File: src/rtl/kong_keys_ctrl.sv
// PS/2 make/break events to Kong move requests: held direction levels plus a one-frame jump pulse.
// Latency: 1 cycle from event to held level; jump shows in the frame after the press. No backpressure.
module kong_keys_ctrl #(
    parameter logic [8:0] KEY_LEFT     = 9'h16B,
    parameter logic [8:0] KEY_RIGHT    = 9'h174,
    parameter logic [8:0] KEY_UP       = 9'h175,
    parameter logic [8:0] KEY_DOWN     = 9'h172,
    parameter logic [8:0] KEY_JUMP     = 9'h029,
    parameter logic [9:0] HOLD_TIMEOUT = 10'd600
) (
    input  logic       clk,
    input  logic       resetN,
    input  logic       startOfFrame,
    input  logic [8:0] keyCode,
    input  logic       make,
    input  logic       brakee,
    input  logic       pause,
    output logic       ask_move_left,
    output logic       ask_move_right,
    output logic       ask_move_up,
    output logic       ask_move_down,
    output logic       ask_move_jump
);

    typedef enum logic {J_IDLE, J_HELD} jump_state_e;

    jump_state_e jump_state_q;
    logic        jump_pending_q;
    logic        jump_active_q;
    logic [3:0]  held_q, held_d;
    logic [9:0]  cnt_q [5];
    logic [9:0]  cnt_d [5];

    logic [4:0]  match;
    logic [4:0]  press;
    logic [4:0]  rel;
    logic [4:0]  held_all;
    logic [4:0]  timeout;
    logic        jump_set;

    // Index 0..3 are left/right/up/down, index 4 is jump.
    assign match    = {keyCode == KEY_JUMP, keyCode == KEY_DOWN, keyCode == KEY_UP,
                       keyCode == KEY_RIGHT, keyCode == KEY_LEFT};
    assign rel      = {5{brakee}} & match;
    assign press    = {5{make & ~brakee}} & match;
    assign held_all = {jump_state_q == J_HELD, held_q};
    assign jump_set = press[4] & (jump_state_q == J_IDLE);

    always_comb begin
        timeout = '0;
        for (int i = 0; i < 5; i++) begin
            cnt_d[i] = cnt_q[i];
            // An event on the key in the timeout frame counts as activity and wins.
            timeout[i] = startOfFrame & held_all[i] & ~(press[i] | rel[i])
                       & (cnt_q[i] >= HOLD_TIMEOUT - 10'd1);
            if (press[i] | rel[i] | timeout[i]) begin
                cnt_d[i] = '0;
            end else if (startOfFrame && held_all[i] && cnt_q[i] != '1) begin
                cnt_d[i] = cnt_q[i] + 10'd1;
            end
        end
    end

    always_comb begin
        held_d = held_q;
        for (int i = 0; i < 4; i++) begin
            if (rel[i]) begin
                held_d[i] = 1'b0;
            end else if (press[i]) begin
                held_d[i] = 1'b1;
            end else if (timeout[i]) begin
                held_d[i] = 1'b0;
            end
        end
    end

    always_ff @(posedge clk or negedge resetN) begin
        if (!resetN) begin
            held_q <= '0;
            for (int i = 0; i < 5; i++) begin
                cnt_q[i] <= '0;
            end
        end else begin
            held_q <= held_d;
            for (int i = 0; i < 5; i++) begin
                cnt_q[i] <= cnt_d[i];
            end
        end
    end

    always_ff @(posedge clk or negedge resetN) begin
        if (!resetN) begin
            jump_state_q   <= J_IDLE;
            jump_pending_q <= 1'b0;
            jump_active_q  <= 1'b0;
        end else begin
            case (jump_state_q)
                J_IDLE: if (press[4]) jump_state_q <= J_HELD;
                J_HELD: if (rel[4] | timeout[4]) jump_state_q <= J_IDLE;
                default: jump_state_q <= J_IDLE;
            endcase
            // A press landing on the frame boundary is kept for the next frame.
            if (startOfFrame) begin
                jump_active_q  <= jump_pending_q & ~pause;
                jump_pending_q <= jump_set;
            end else if (jump_set) begin
                jump_pending_q <= 1'b1;
            end
        end
    end

    assign ask_move_left  = held_q[0] & ~pause;
    assign ask_move_right = held_q[1] & ~pause;
    assign ask_move_up    = held_q[2] & ~pause;
    assign ask_move_down  = held_q[3] & ~pause;
    assign ask_move_jump  = jump_active_q;

endmodule

File: config.mk
export PLATFORM = sky130hd
export DESIGN_NAME = kong_keys_ctrl
export DESIGN_NICKNAME = d
export VERILOG_FILES = /design/src/rtl/kong_keys_ctrl.sv
export SDC_FILE = /design/constraint.sdc
export NUM_CORES = 1
export LEC_CHECK = 0
export ABC_AREA = 1
export BUFFER_PORTS_ARGS = -buffer_cell sky130_fd_sc_hd__buf_2
export CAP_MARGIN = 15
export CORE_MARGIN = 2
export CORE_UTILIZATION = 30
export DETAILED_ROUTE_END_ITERATION = 6
export HOLD_SLACK_MARGIN = 0.06
export PLACE_DENSITY = 0.57
export SETUP_SLACK_MARGIN = 0.5
export SLEW_MARGIN = 10
export SYNTH_ARGS = -nofsm -noshare
export SYNTH_HDL_FRONTEND = slang
export SYNTH_SLANG_ARGS = --single-unit
File: constraint.sdc
create_clock -name clk -period 1.7 [get_ports clk]
set_input_delay 0.255 -clock clk [delete_from_list [all_inputs] [get_ports clk]]
set_output_delay 0.255 -clock clk [all_outputs]
set_load 0.02 [all_outputs]
; ---- After elaboration in Yosys (flattened, before gate mapping)
; Index checks and enable logic that the tools add are counted.
[totals]
reg_bits = 57
word_cells = 122
out_inout_bits = 5
[op_classes]
bitwise = 43
muxes = 27
addsub = 5
n_reduce_logical = 20
n_lt_le_gt_ge = 5
eq_ne = 10
[ops]
columns = operator, n
row1 = $mux 10, 10
row2 = $add 10x1->10 const B, 5
row3 = $ge 10x10->1 const B, 5
row4 = $ne 10x10->1 const B, 5
row5 = $eq 9x9->1 const B, 4
row6 = $and 1x1->1, 22
row7 = $mux 1, 16
row8 = $reduce_bool 2->1, 6
row9 = $reduce_bool 3->1, 4
row10 = $or 1x1->1, 11
row11 = $and 5x5->5, 2
row12 = $logic_and 1x1->1, 10
row13 = $eq 9x6->1 const B, 1
row14 = $not 1->1, 8
row15 = $pmux 1 s2, 1

; ---- Depth between registers and ports, before layout
; Gate-level depths: netlist of the first run.
[depth]
word_depth = 10
ltp_mapped = 10
ltp_nobuf = 10

; ---- Least setup slack after synthesis of the first run
; Ideal clock, no wire load.
[synth_path]
kind = register to register
from = register cnt_q[0] (netlist name)
to = register cnt_q[2] (netlist name)
stages_incl_launch_ff = 10
slack_ns = 0.308
t_arrival_ns = 1.264
synth_period_minus_slack_ns = 1.392
path_buffers = 1
cell_sequence = dfrtp_1 -> ha_1 -> nand2_2 -> nor3_2 -> nand2_2 -> buf_6 -> nand3_1 -> nand2_1 -> nand2_1 -> nor2_1
[synth_between]
elab_chain_cells = 4
word_cells_on_any_way = 9
[synth_lines]
columns = element, line
row1 = start: declaration, 31  ; logic [9:0] cnt_q [5];
row2 = start signal: indexed assignment, 86  ; cnt_q[i] <= cnt_d[i];
row3 = $ge 10x10->1, 55  ; & (cnt_q[i] >= HOLD_TIMEOUT - 10'd1);
row4 = $and 1x1->1, 55
row5 = $or 1x1->1, 56  ; if (press[i] | rel[i] | timeout[i]) begin
row6 = $mux 10 / $reduce_bool 2->1 (equally long branches), -
; Several ways; a longest one is shown, not always the timed one. The select of a mux whose other input is x is not followed.
; A chain may end at the register's enable or synchronous reset.

; ---- Final worst setup path of the first run
[layout_path]
from = register cnt_q[11] (netlist name)
to = register cnt_q[13] (netlist name)
; The elaborated chain is that of the path after synthesis.

==> results.sh, run 1 <==
export IMPL_drtAntennaViolNets=0
export IMPL_wl_per_cell_microns=14.0
export IMPL_cts_sinks=57
export IMPL_p_leak_uw=0.00262
export IMPL_drive_gt1_frac=0.418
export IMPL_die_area_sq_um=13000
export IMPL_synth_cells=526
export IMPL_synth_nets=546
export IMPL_synth_top_area_share=0.392
export IMPL_yosys_top_cells_count="129 x nand2_1, 78 x nor2_1, 62 x inv_1"
export IMPL_synth_edf_count=0
export IMPL_setup_viol_count_final=0
export IMPL_drt_iter0_markers=276
export IMPL_grt_antenna_before_repair=0
export IMPL_min_period_ps=1460
export IMPL_hold_class="primary input to flop"
export IMPL_ys_types=31
export IMPL_tns_ps=0
export IMPL_core_region_area_sq_um=11900
export IMPL_syn_area_per_cell_sq_um=6.91
export IMPL_final_cell_count_no_fill=755
export IMPL_worst_setup_path_type="flop to flop"
export IMPL_numCtsBuffers=9
export IMPL_cts_tree="yes"
export IMPL_viasPerCell=4.96
export IMPL_htreeDepth=3
export IMPL_pin_count=20
export IMPL_max_freq_ghz=0.686
export IMPL_area_growth_pct=48.9
export IMPL_clock_root_buffer="clkbuf_16"
export IMPL_tightestPinTransition_ps=361
export IMPL_worstPathRequired_ps=1920
export IMPL_initial_core_util=0.305
export IMPL_clock_tree_buffer_depth=2
export IMPL_netlist_area_sq_um=3640
export IMPL_placedCellCount=688
export IMPL_grt_overflow=0
export IMPL_finalMaxSlewViolations=0
export IMPL_status="complete, no violations"
export IMPL_dpl_hpwl_microns=6080
export IMPL_hold_viol=0
export IMPL_rsz0062_at_grt="true"
export IMPL_grt_max_degree=58
export IMPL_num_rows=40
export IMPL_die_y_microns=114
export IMPL_cp_max_fo=7
export IMPL_first_pass_iters=4
export IMPL_ys_seq_elements=57
export IMPL_async_flop_share=1.00
export IMPL_grt_pass1_vias=3721
export IMPL_vias=3748
export IMPL_worstSkewPairLatency_ps=330
export IMPL_yosysMostFrequentCell="nand2_1"
export IMPL_nFillCells=1114
export IMPL_io_buffers=19
export IMPL_yosysSeqAreaShare=0.392
export IMPL_max_cap_viol_count=0
export IMPL_endpoint_kind="flop"
export IMPL_cp_arrival_ps=1680
export IMPL_startpoint_type="flop"
export IMPL_routed_wl_microns=10600
export IMPL_p_per_area_nw_per_um2=1290
export IMPL_clk_pin_slew_ps=50
export IMPL_ys_flop_type="dfrtp_1"
export IMPL_place_congestion=0.858
export IMPL_diodes=0
export IMPL_relSlewSlack=0.758
export IMPL_finalNetCount=623
export IMPL_grt_pass1_wl_microns=17000
export IMPL_netlist_top_cells_area="dfrtp_1 39%, nand2_1 13%, nor2_1 8.1%"
export IMPL_drc=0
export IMPL_track_usage=0.163
export IMPL_fin_skew_ps=9.33
export IMPL_ys_warn_count=0
export IMPL_irDropWorstVdd_v=0.000708
export IMPL_synth_top_area_cell="dfrtp_1"
export IMPL_finalCritPeriodShare=0.857
export IMPL_die_w_microns=114
-- layer usage --
layer  part of all wire  up-vias  GRT usage
met5                  0        -          0
met4              0.011        0     0.0585
met3              0.034       12     0.0424
met2               0.52       74      0.284
met1               0.43     1810      0.194
li1                   -     1852          -
-- flip-flops by register name, summed over array words and instances, names as in the netlist --
register / count
jump_state_q: 1
ask_move_jump: 1
held_q: 4
jump_pending_q: 1
cnt_q: 50
-- layout by cell type, fill, tap and decap left out, drive strengths merged --
cell and instances:
clkbuf 14, ha 5, and3 2, a31o 1, bufinv 1, nor2 86
nand3 60, o22ai 1, nand4 29, dfrtp 57, nor3b 3, clkinv 3
nand3b 2, nor3 13, dlygate4sd3 1, nand2 144, buf 66, o21ai 16
o21bai 3, a21oi 14, inv 82, xor2 5
-- logic make-up after synthesis --
kind of cell             synth area share
AO/OA/AOI/OAI                      0.0537
XOR/XNOR                           0.0120
adder cells (fa/ha/maj)            0.0172
buffers and inverters              0.0974
flip-flops                          0.392
AND/OR/NAND/NOR                     0.427
-- cell type report --
cell class | instances | area (sq um) | area share
Inverter | 83 | 342 | 0.0631
Clock buffer | 14 | 274 | 0.0506
Timing Repair Buffer | 67 | 528 | 0.0975
Multi-Input combinational cell | 384 | 2610 | 0.483
Tap cell | 147 | 184 | 0.0340
Sequential cell | 57 | 1430 | 0.264
Clock inverter | 2 | 35.0 | 0.00647
Timing Repair inverter | 1 | 11.3 | 0.00208
-- metrics by stage --
| step | setup WS, ps | hold slack, ps | area (sq um) | util | power, uW |
|---|---|---|---|---|---|
| after CTS | 277 | 247 | 4930 | 0.414 | 6340 |
| after global placement | 171 | 288 | 4000 | 0.336 | 3770 |
| after floorplan | 351 | -40.6 | 3740 | - | 3400 |
| final | 243 | 254 | 5420 | 0.455 | 6980 |
| after detailed placement | 170 | 292 | 4000 | 0.336 | 3810 |
| after global routing | 185 | 270 | 5420 | 0.455 | 7440 |
-- critical path, cell delays in order (launching register included) --
cell and delay (ps):
dfrtp_1 400, ha_4 180, nand2_4 50, nor2_4 100
nand4_1 190, nand2_4 190, inv_8 60, nand2_4 50
nand2_2 40, inv_2 40, nor2_1 40
-- power breakdown --
group / leakage [uW] / total (uW) / internal (uW) / switching, uW
registers: 0.000709 / 2290 / 1780 / 505
logic: 0.00176 / 2810 / 1240 / 1570
clock network: 0.000153 / 1880 / 1250 / 629
-- path summary, 6_finish.rpt --
kind | start | end | slack [ps] | depth (start not counted)
min in group asynchronous | resetN | cnt_q[34] | 460 | 3
hold reg to reg | jump_pending_q | jump_pending_q | 520 | 2
setup reg to reg | cnt_q[11] | cnt_q[13] | 240 | 10
setup / recovery | cnt_q[11] | cnt_q[13] | 240 | 10
max in group asynchronous | resetN | cnt_q[31] | 960 | 3
hold / removal | startOfFrame | jump_pending_q | 250 | 2
-- timing repair --
item / in CTS / in global routing
hold endpoints to repair: 57 / 0
buffers inserted: 27 / 18
resized for setup: 94 / 88
endpoints found under the setup margin: 59 / 59
hold buffers: 1 / 0
cloned: 5 / 0
pin swaps: 56 / 65
Power figures use the tool's default switching activity.
==> run 2: changes to the inputs <==
--- a/config.mk
+++ b/config.mk
@@ -9,10 +9,10 @@
 export BUFFER_PORTS_ARGS = -buffer_cell sky130_fd_sc_hd__buf_2
 export CAP_MARGIN = 15
 export CORE_MARGIN = 2
-export CORE_UTILIZATION = 30
+export CORE_UTILIZATION = 50
 export DETAILED_ROUTE_END_ITERATION = 6
 export HOLD_SLACK_MARGIN = 0.06
-export PLACE_DENSITY = 0.57
+export PLACE_DENSITY = 0.79
 export SETUP_SLACK_MARGIN = 0.5
 export SLEW_MARGIN = 10
 export SYNTH_ARGS = -nofsm -noshare
==> results.sh, run 2 (same netlist as run 1, synthesis figures left out) <==
export IMPL_status="complete, no violations"
export IMPL_pwr_share_comb=0.411
export IMPL_hold_ws_ps=255
export IMPL_cts_sinks=57
export IMPL_tns_ps=0
export IMPL_worst_setup_path_type="flop to flop"
export IMPL_dpl_hpwl_microns=5790
export IMPL_die_area_sq_um=7970
export IMPL_dpl_instance_area_sq_um=3940
export IMPL_worstSkewPairLatency_ps=350
export IMPL_switching_share=0.416
export IMPL_fin_util=0.725
export IMPL_cp_arrival_ps=1780
export IMPL_clk_pin_slew_ps=70
export IMPL_grt_antenna_before_repair=0
export IMPL_relSlewSlack=0.770
export IMPL_switching_power_uw=2690
export IMPL_finalMaxSlewViolations=0
export IMPL_top_regs="cnt_q x50, held_q x4"
export IMPL_multi_input_area_sq_um=2610
export IMPL_area_growth_pct=42.4
export IMPL_nFillCells=462
export IMPL_seq_power_share=0.357
export IMPL_r2r_end="cnt_q[19]"
export IMPL_final_common_cell="nand2_1"
export IMPL_whs_path_depth=3
export IMPL_clock_tree_buffer_depth=2
export IMPL_hold_class="primary input to flop"
export IMPL_numCtsBuffers=9
export IMPL_p_per_area_nw_per_um2=1250
export IMPL_max_cap_viol_count=0
export IMPL_grt_pass1_wl_microns=16000
export IMPL_finalCritPeriodShare=0.912
export IMPL_rsz0062_at_grt="true"
export IMPL_die_y_microns=89.3
export IMPL_die_w_microns=89.3
export IMPL_holdPathEnd="held_q[2]"
export IMPL_drc=0
export IMPL_initial_core_util=0.509
export IMPL_irDropWorstVdd_v=0.000636
export IMPL_pin_count=20
export IMPL_grt_pass1_vias=3740
export IMPL_first_pass_iters=5
export IMPL_internal_power_uw=3770
export IMPL_largest_reg_flops=50
export IMPL_wl_per_cell_microns=15.9
export IMPL_drive_gt1_frac=0.408
export IMPL_worstPathRequired_ps=1930
export IMPL_hold_viol=0
export IMPL_num_rows=31
export IMPL_drt_iter0_markers=390
export IMPL_max_freq_ghz=0.645
export IMPL_io_buffers=19
export IMPL_min_period_ps=1550
export IMPL_clock_root_buffer="clkbuf_8"
export IMPL_cts_tree="yes"
export IMPL_viasPerCell=5.68
export IMPL_place_congestion=0.928
export IMPL_core_region_area_sq_um=7140
export IMPL_register_area_sq_um=1430
export IMPL_largest_register="cnt_q"
export IMPL_diodes=0
export IMPL_endpoint_kind="flop"
export IMPL_cp_max_fo=7
export IMPL_finalNetCount=613
export IMPL_p_leak_uw=0.00258
export IMPL_stdcell_area_sq_um=5180
export IMPL_reg2reg_depth=8
export IMPL_fin_skew_ps=11.8
export IMPL_htreeDepth=3
export IMPL_setup_viol_count_final=0
export IMPL_final_cell_mix="92 x nand2_1, 58 x nor2_1, 57 x inv_1, 55 x dfrtp_1"
export IMPL_rr_startpoint="cnt_q[11]"
export IMPL_grt_max_degree=58
export IMPL_routed_wl_microns=11100
export IMPL_startpoint_type="flop"
export IMPL_clkPwrFrac=0.232
export IMPL_vias=3962
export IMPL_worstHoldStart="keyCode[8]"
export IMPL_r2r_setup_slack_ps=150
export IMPL_track_usage=0.256
export IMPL_drtAntennaViolNets=0
export IMPL_tightestPinTransition_ps=344
export IMPL_grt_overflow=0
==> run 2: worst max-delay path by stage <==
stage / cells past startpoint / from / endpoint
final: 8 / cnt_q[11] / cnt_q[19]
after global routing: 10 / cnt_q[11] / cnt_q[13]
after CTS: 10 / cnt_q[40] / cnt_q[46]
after detailed placement: 7 / cnt_q[0] / cnt_q[0]
after global placement: 8 / cnt_q[0] / cnt_q[9]
after floorplan: 10 / cnt_q[40] / cnt_q[46]
==> run 2: area by class of cell <==
| type | instances | area share |
|---|---|---|
| Sequential cell | 57 | 0.276 |
| Clock inverter | 5 | 0.0150 |
| Tap cell | 99 | 0.0239 |
| Inverter | 83 | 0.0655 |
| Timing Repair inverter | 1 | 0.00218 |
| Clock buffer | 11 | 0.0292 |
| Timing Repair Buffer | 57 | 0.0848 |
| Multi-Input combinational cell | 384 | 0.503 |
==> run 2: metal layers <==
| layer | GRT usage | up-vias | part of all wire |
|---|---|---|---|
| li1 | - | 1841 | - |
| met1 | 0.304 | 1909 | 0.38 |
| met2 | 0.448 | 173 | 0.53 |
| met3 | 0.0452 | 39 | 0.051 |
| met4 | 0.122 | 0 | 0.036 |
| met5 | 0 | - | 0 |
==> run 2: worst max-delay path: stages, from the launching register on <==
cell	delay, ps
dfrtp_1	380
ha_2	210
nand2_2	70
nor2_4	130
nand4_1	160
nand2_2	200
inv_4	80
a21oi_2	150
nor2_1	60
==> run 2: through the flow <==
step / instances / worst slack [ps] / total power [uW]
6_report: 697 / 150 / 6450
5_1_grt: 697 / 96.8 / 6820
4_1_cts: 679 / 270 / 5670
3_5_place_dp: 640 / 159 / 3810
3_3_place_gp: 640 / 251 / 3730
2_1_floorplan: 526 / 351 / 3400
==> run 2: power by group through the flow <==
stage	Combinational [uW]	Clock (uW)	Sequential, uW
3_5_place_dp	1600	0	2210
4_1_cts	1970	1490	2210
2_1_floorplan	1290	0	2110
6_report	2650	1500	2300
3_3_place_gp	1540	0	2190
5_1_grt	2890	1570	2350
==> run 2: timing repair <==
action | CTS | global route
resized for setup | 74 | 103
pin swaps | 48 | 61
hold buffers | 1 | 0
buffers inserted | 17 | 18
hold endpoints to repair | 57 | 0
setup endpoints to repair | 59 | 59
gates cloned | 5 | 0
